--- config.mk ---
export PLATFORM = sky130hd
export DESIGN_NAME = noise_vector_sequencer
export DESIGN_NICKNAME = d
export VERILOG_FILES = /design/src/rtl/noise_vector_sequencer.sv
export SDC_FILE = /design/constraint.sdc
export NUM_CORES = 1
export LEC_CHECK = 0
export ABC_AREA = 1
export BUFFER_PORTS_ARGS = -buffer_cell sky130_fd_sc_hd__buf_2
export CORE_ASPECT_RATIO = 2
export CORE_UTILIZATION = 63
export CTS_CLUSTER_SIZE = 12
export DETAILED_ROUTE_END_ITERATION = 16
export PLACE_DENSITY = 0.85
export SLEW_MARGIN = 20
export SYNTH_ARGS = -nofsm -noshare
export SYNTH_HDL_FRONTEND = slang
export SYNTH_SLANG_ARGS = --single-unit
--- constraint.sdc ---
create_clock -name clk -period 3.5 [get_ports clk]
set_input_delay 0.525 -clock clk [delete_from_list [all_inputs] [get_ports clk]]
set_output_delay 0.525 -clock clk [all_outputs]
set_load 0.02 [all_outputs]
--- src/rtl/noise_vector_sequencer.sv ---
// Sequences an LFSR noise generator into fixed-length, backpressured sample vectors,
// discarding an optional run of leading samples and buffering returns in a 2-entry FIFO.
module noise_vector_sequencer #(
    parameter int DATA_WIDTH = 16,
    parameter int LEN_WIDTH  = 10,
    parameter int SKIP_WIDTH = 8
) (
    input  logic                  clk,
    input  logic                  rst_n,
    input  logic                  start,
    input  logic [LEN_WIDTH-1:0]  vec_len,
    input  logic [SKIP_WIDTH-1:0] skip_len,
    output logic                  busy,
    output logic                  done,
    output logic                  noise_en,
    input  logic [DATA_WIDTH-1:0] noise_in,
    input  logic                  noise_valid,
    output logic [DATA_WIDTH-1:0] m_tdata,
    output logic                  m_tvalid,
    input  logic                  m_tready,
    output logic                  m_tlast
);

    typedef enum logic [2:0] {
        S_IDLE,
        S_SKIP,
        S_STREAM,
        S_DRAIN,
        S_DONE
    } state_t;

    state_t                r_state;
    logic [LEN_WIDTH-1:0]  r_vec_len;
    logic [LEN_WIDTH-1:0]  r_issued;
    logic [LEN_WIDTH-1:0]  r_beat;
    logic [SKIP_WIDTH-1:0] r_skip_len;
    logic [SKIP_WIDTH-1:0] r_skip_cnt;
    logic                  r_infl;
    logic                  r_skip_flag;
    logic                  r_busy;
    logic                  r_done;

    logic [DATA_WIDTH-1:0] r_mem [2];
    logic                  r_wr_ptr;
    logic                  r_rd_ptr;
    logic [1:0]            r_occ;

    logic w_pop;
    logic w_push;
    logic w_room;
    logic w_data_issue;
    logic w_skip_issue;

    assign m_tvalid = (r_occ != 2'd0);
    assign m_tdata  = r_mem[r_rd_ptr];
    assign m_tlast  = m_tvalid && (r_beat == r_vec_len - LEN_WIDTH'(1));
    assign w_pop    = m_tvalid & m_tready;
    assign w_push   = noise_valid & ~r_skip_flag;

    // Count the sample still in flight from last cycle so the FIFO can never overflow.
    assign w_room       = ({1'b0, r_occ} + {2'b00, r_infl}) < (3'd2 + {2'b00, w_pop});
    assign w_data_issue = (r_state == S_STREAM) && (r_issued < r_vec_len) && w_room;
    assign w_skip_issue = (r_state == S_SKIP);
    assign noise_en     = w_data_issue | w_skip_issue;

    assign busy = r_busy;
    assign done = r_done;

    // NOTE: sequential state uses non-blocking assignments so every register samples
    // pre-edge values regardless of statement order.
    always_ff @(posedge clk or negedge rst_n) begin
        if (!rst_n) begin
            r_state     <= S_IDLE;
            r_vec_len   <= '0;
            r_skip_len  <= '0;
            r_issued    <= '0;
            r_skip_cnt  <= '0;
            r_beat      <= '0;
            r_infl      <= 1'b0;
            r_skip_flag <= 1'b0;
            r_busy      <= 1'b0;
            r_done      <= 1'b0;
        end else begin
            r_done      <= 1'b0;
            r_infl      <= w_data_issue;
            r_skip_flag <= w_skip_issue;

            if (r_state == S_IDLE) begin
                r_beat <= '0;
            end else if (w_pop) begin
                r_beat <= r_beat + LEN_WIDTH'(1);
            end

            case (r_state)
                S_IDLE: begin
                    r_issued   <= '0;
                    r_skip_cnt <= '0;
                    if (start) begin
                        if (vec_len != '0) begin
                            r_vec_len  <= vec_len;
                            r_skip_len <= skip_len;
                            r_busy     <= 1'b1;
                            r_state    <= (skip_len != '0) ? S_SKIP : S_STREAM;
                        end else begin
                            r_done <= 1'b1;
                        end
                    end
                end
                S_SKIP: begin
                    r_skip_cnt <= r_skip_cnt + SKIP_WIDTH'(1);
                    if (r_skip_cnt == r_skip_len - SKIP_WIDTH'(1)) begin
                        r_state <= S_STREAM;
                    end
                end
                S_STREAM: begin
                    if (w_data_issue) begin
                        r_issued <= r_issued + LEN_WIDTH'(1);
                        if (r_issued == r_vec_len - LEN_WIDTH'(1)) begin
                            r_state <= S_DRAIN;
                        end
                    end
                end
                S_DRAIN: begin
                    if (w_pop && m_tlast) begin
                        r_state <= S_DONE;
                        r_busy  <= 1'b0;
                        r_done  <= 1'b1;
                    end
                end
                S_DONE: begin
                    r_state <= S_IDLE;
                end
                default: begin
                    r_state <= S_IDLE;
                end
            endcase
        end
    end

    // NOTE: the two FIFO entries are reset as well, so m_tdata reads 0 out of reset;
    // large memories would normally be left unreset.
    always_ff @(posedge clk or negedge rst_n) begin
        if (!rst_n) begin
            r_mem[0] <= '0;
            r_mem[1] <= '0;
            r_wr_ptr <= 1'b0;
            r_rd_ptr <= 1'b0;
            r_occ    <= 2'd0;
        end else begin
            if (w_push) begin
                r_mem[r_wr_ptr] <= noise_in;
                r_wr_ptr        <= ~r_wr_ptr;
            end
            if (w_pop) begin
                r_rd_ptr <= ~r_rd_ptr;
            end
            case ({w_push, w_pop})
                2'b10:   r_occ <= r_occ + 2'd1;
                2'b01:   r_occ <= r_occ - 2'd1;
                default: r_occ <= r_occ;
            endcase
        end
    end

endmodule

==> results.md <==
- Status: completed
- DR iter-0 viols: 271
- Worst setup endpoint: m_tlast
- Number of global-route vias before repair: 4754
- Setup TNS Final: 0 ps
- Critical path depth: 10
- Hold Fails Final Rpt: 0
- Commonest cells in the netlist: nand2_1, inv_1, dfrtp_1
- Slew headroom: 0.320
- Worst-case clock skew: 6.87 ps
- H-tree levels: 3
- Full die area: 0.00858 sq mm
- Largest net degree at the start of global routing: 64
- Synthesized area: 0.00516 sq mm
- Leak Pwr: 3.09 nW
- Non-filler cells, final: 869
- Crit path max-delay family: simple AND/OR/NAND/NOR gates
- DR vias: 4863
- Post-synth EDFFs: 0
- Clk pwr share: 0.197
- Initial antenna violation count: 0
- Mean Syn Cell Area: 7.27 sq um
- Clk_lat worst skew: 350 ps
- CTS resizes: 0
- Synth Warn #: 0
- Wire per inst: 14.3 um
- Combinational group share of total power: 0.473
- Leading post-synthesis cells by cell area: dfrtp_1, nand2_1, o21ai_0, inv_1, nand3_1
- Drt total wl: 12.4 mm
- Period utilization: 0.854
- Slowest Stage Delay on Critical Path: 420 ps
- Fmax: 334 MHz
- Sw Share: 0.462
- First-pass GRT wire length: 20.4 mm
- Final Cell Area: 0.00585 sq mm
- Site Rows: 46
- Setup repair bufs after CTS: 0
- Worst reg2reg endpoint: r_state[1]
- Most frequent cell after synthesis: nand2_1
- Placer Congestion: 0.897
- Syn-to-layout area delta: 13.4%
- Antenna cells: 0
- Async S/R FF share, synth: 1.00
- Root Driver: clkbuf_16
- Cts bufs inserted: 9
- # clock sinks: 89
- Synth Register Bits: 89
- GRT Util Overall: 0.314
- Tmin final: 2990 ps
- I/O pin cnt: 60
- CTS clk-pin slew, worst paths: 70 ps
- Max clock buf depth: 2
- Antenna-violating nets left: 0
- Sequential power share: 0.330
- Seq/Total Area, Yosys: 0.432
- Power density over cell area: 872 mW/mm^2
- Buffers and inverters on the worst path: 2
- Syn nets: 767
- Internal power: 2.75 mW
- Pins over their slew limit: 0
- Worst-margin pin slew: 1020 ps
- RSZ-0062 raised after global routing: no
- First-pass iteration count of the detailed router: 5
- CTS Hold Bufs: 0
- Synth cell types: 38
- Reg2Reg Launch Point: r_vec_len[0]
- Synth Flop Type: dfrtp_1
- Core Area: 0.00794 sq mm
- R2r setup slk: 1130 ps
- Die Y: 130 um
- Grt ovf: 0
- Critical Path Fanout Max: 7
- Setup violators final: 0
- TritonCTS clock tree: done
- Worst min-delay path class: in2async
- Worst Path Required: 2970 ps
- Chip width: 66.0 um
- Synthesized instance count: 710
- Initial Util: 0.650
- Most frequent CP cell: nand3_1
- Fill count: 637
- Post-synth top area share: 0.432
- Post-Place Cells: 853
- Crit-path cells: inv_1, ha_1, nand2_2, nor2_2, nand3_1, nand3_1, nand2_1, nor2_1, and3_1, buf_2
- Largest area contributor in the netlist: dfrtp_1
- Worst Path Arrival: 2470 ps
- R2R cell count: 13
- I/O Buffers: 59
- CP Launch Type: register
- Switch Pwr: 2.36 mW
- Post-layout net count: 825
- DRC viols: 0
- Setup Crit Path Kind: reg2out
- Worst Setup SP: r_vec_len[0]
- Layout cells sized above 1: 0.132
- Max cap viols: 0
- Worst path slowest cell: dfrtp_1
- Post-place instance area: 0.00554 sq mm
- DP HPWL: 9.22 mm
- Setup crit end kind: output pin
- Vias per cell: 5.60
- VDD IR max: 0.000605 V
-- placed cells by master (no fill, tap or decap), types with 3 or more instances in the layout --
cell and instances:
nor2_1 49, nor3_1 11, xor2_1 5, buf_2 58, nand3_1 62, ha_1 18, o21ai_0 76, nor2_2 3
clkbuf_16 9, inv_2 5, inv_1 96, dfrtp_1 89, nand2_2 4, inv_6 3, nand2_1 213, xnor2_1 5
a21oi_1 18, nand4_1 12, buf_4 5
-- through the flow --
stage               total power, mW  setup WS, ps  hold slack (ps)   util
finish                         5.11           509              243  0.737
global route                   5.54           299              336  0.737
CTS                            5.11           514              292  0.737
detailed placement             4.10           899              474  0.698
global placement               3.98           974              467  0.698
floorplan                      3.44          1260              229      -
-- kinds of logic (layout without fill, tap and decap cells) --
| kind of cell | Yosys count | in the layout | share of synthesized area |
|---|---|---|---|
| flip-flops | 89 | 89 | 0.432 |
| AO/OA/AOI/OAI | 104 | 104 | 0.106 |
| buffers and inverters | 118 | 181 | 0.0866 |
| XOR/XNOR | 11 | 11 | 0.0213 |
| adder cells (fa/ha/maj) | 18 | 18 | 0.0436 |
| AND/OR/NAND/NOR | 370 | 370 | 0.311 |
-- flip-flops by register name, summed over array words and instances, names as in the netlist --
register,cells
r_beat,10
r_rd_ptr,1
r_infl,1
r_skip_flag,1
r_vec_len,10
busy,1
r_issued,10
r_wr_ptr,1
r_skip_len,8
r_state,3
r_skip_cnt,8
r_occ,2
r_mem,32
done,1
-- how the worst min path moves through the flow --
stage / startpoint / to / slack, ps / cells after the start
after floorplan: rst_n / busy / 230 / 0
after global routing: rst_n / r_occ[1] / 340 / 1
after global placement: r_mem[18] / r_mem[18] / 470 / 2
final: rst_n / r_mem[17] / 240 / 1
after detailed placement: r_mem[14] / r_mem[14] / 470 / 2
after CTS: rst_n / r_occ[0] / 290 / 1
-- metal layers --
layer / vias to the layer above / GRT usage / wire, um
met3: 44 / 0.0490 / 487
met1: 2285 / 0.322 / 4690
met4: 0 / 0.191 / 591
met2: 142 / 0.578 / 6630
li1: 2392 / - / -
met5: - / 0 / 0
-- cell type report --
class | instances | area (sq um) | share of cell area
Clock buffer | 9 | 225 | 0.0385
Clock inverter | 7 | 83.8 | 0.0143
Inverter | 102 | 383 | 0.0654
Multi-Input combinational cell | 503 | 2490 | 0.425
Sequential cell | 89 | 2230 | 0.381
Tap cell | 96 | 120 | 0.0205
Timing Repair Buffer | 63 | 328 | 0.0560
-- power by group through the flow --
stage / Clock (mW) / Sequential, mW / Combinational [mW]
floorplan: 0 / 1.61 / 1.83
global placement: 0 / 1.67 / 2.32
detailed placement: 0 / 1.69 / 2.40
CTS: 1.01 / 1.68 / 2.42
global route: 1.05 / 1.73 / 2.76
finish: 1.00 / 1.69 / 2.42
Power figures use the tool's default switching activity.
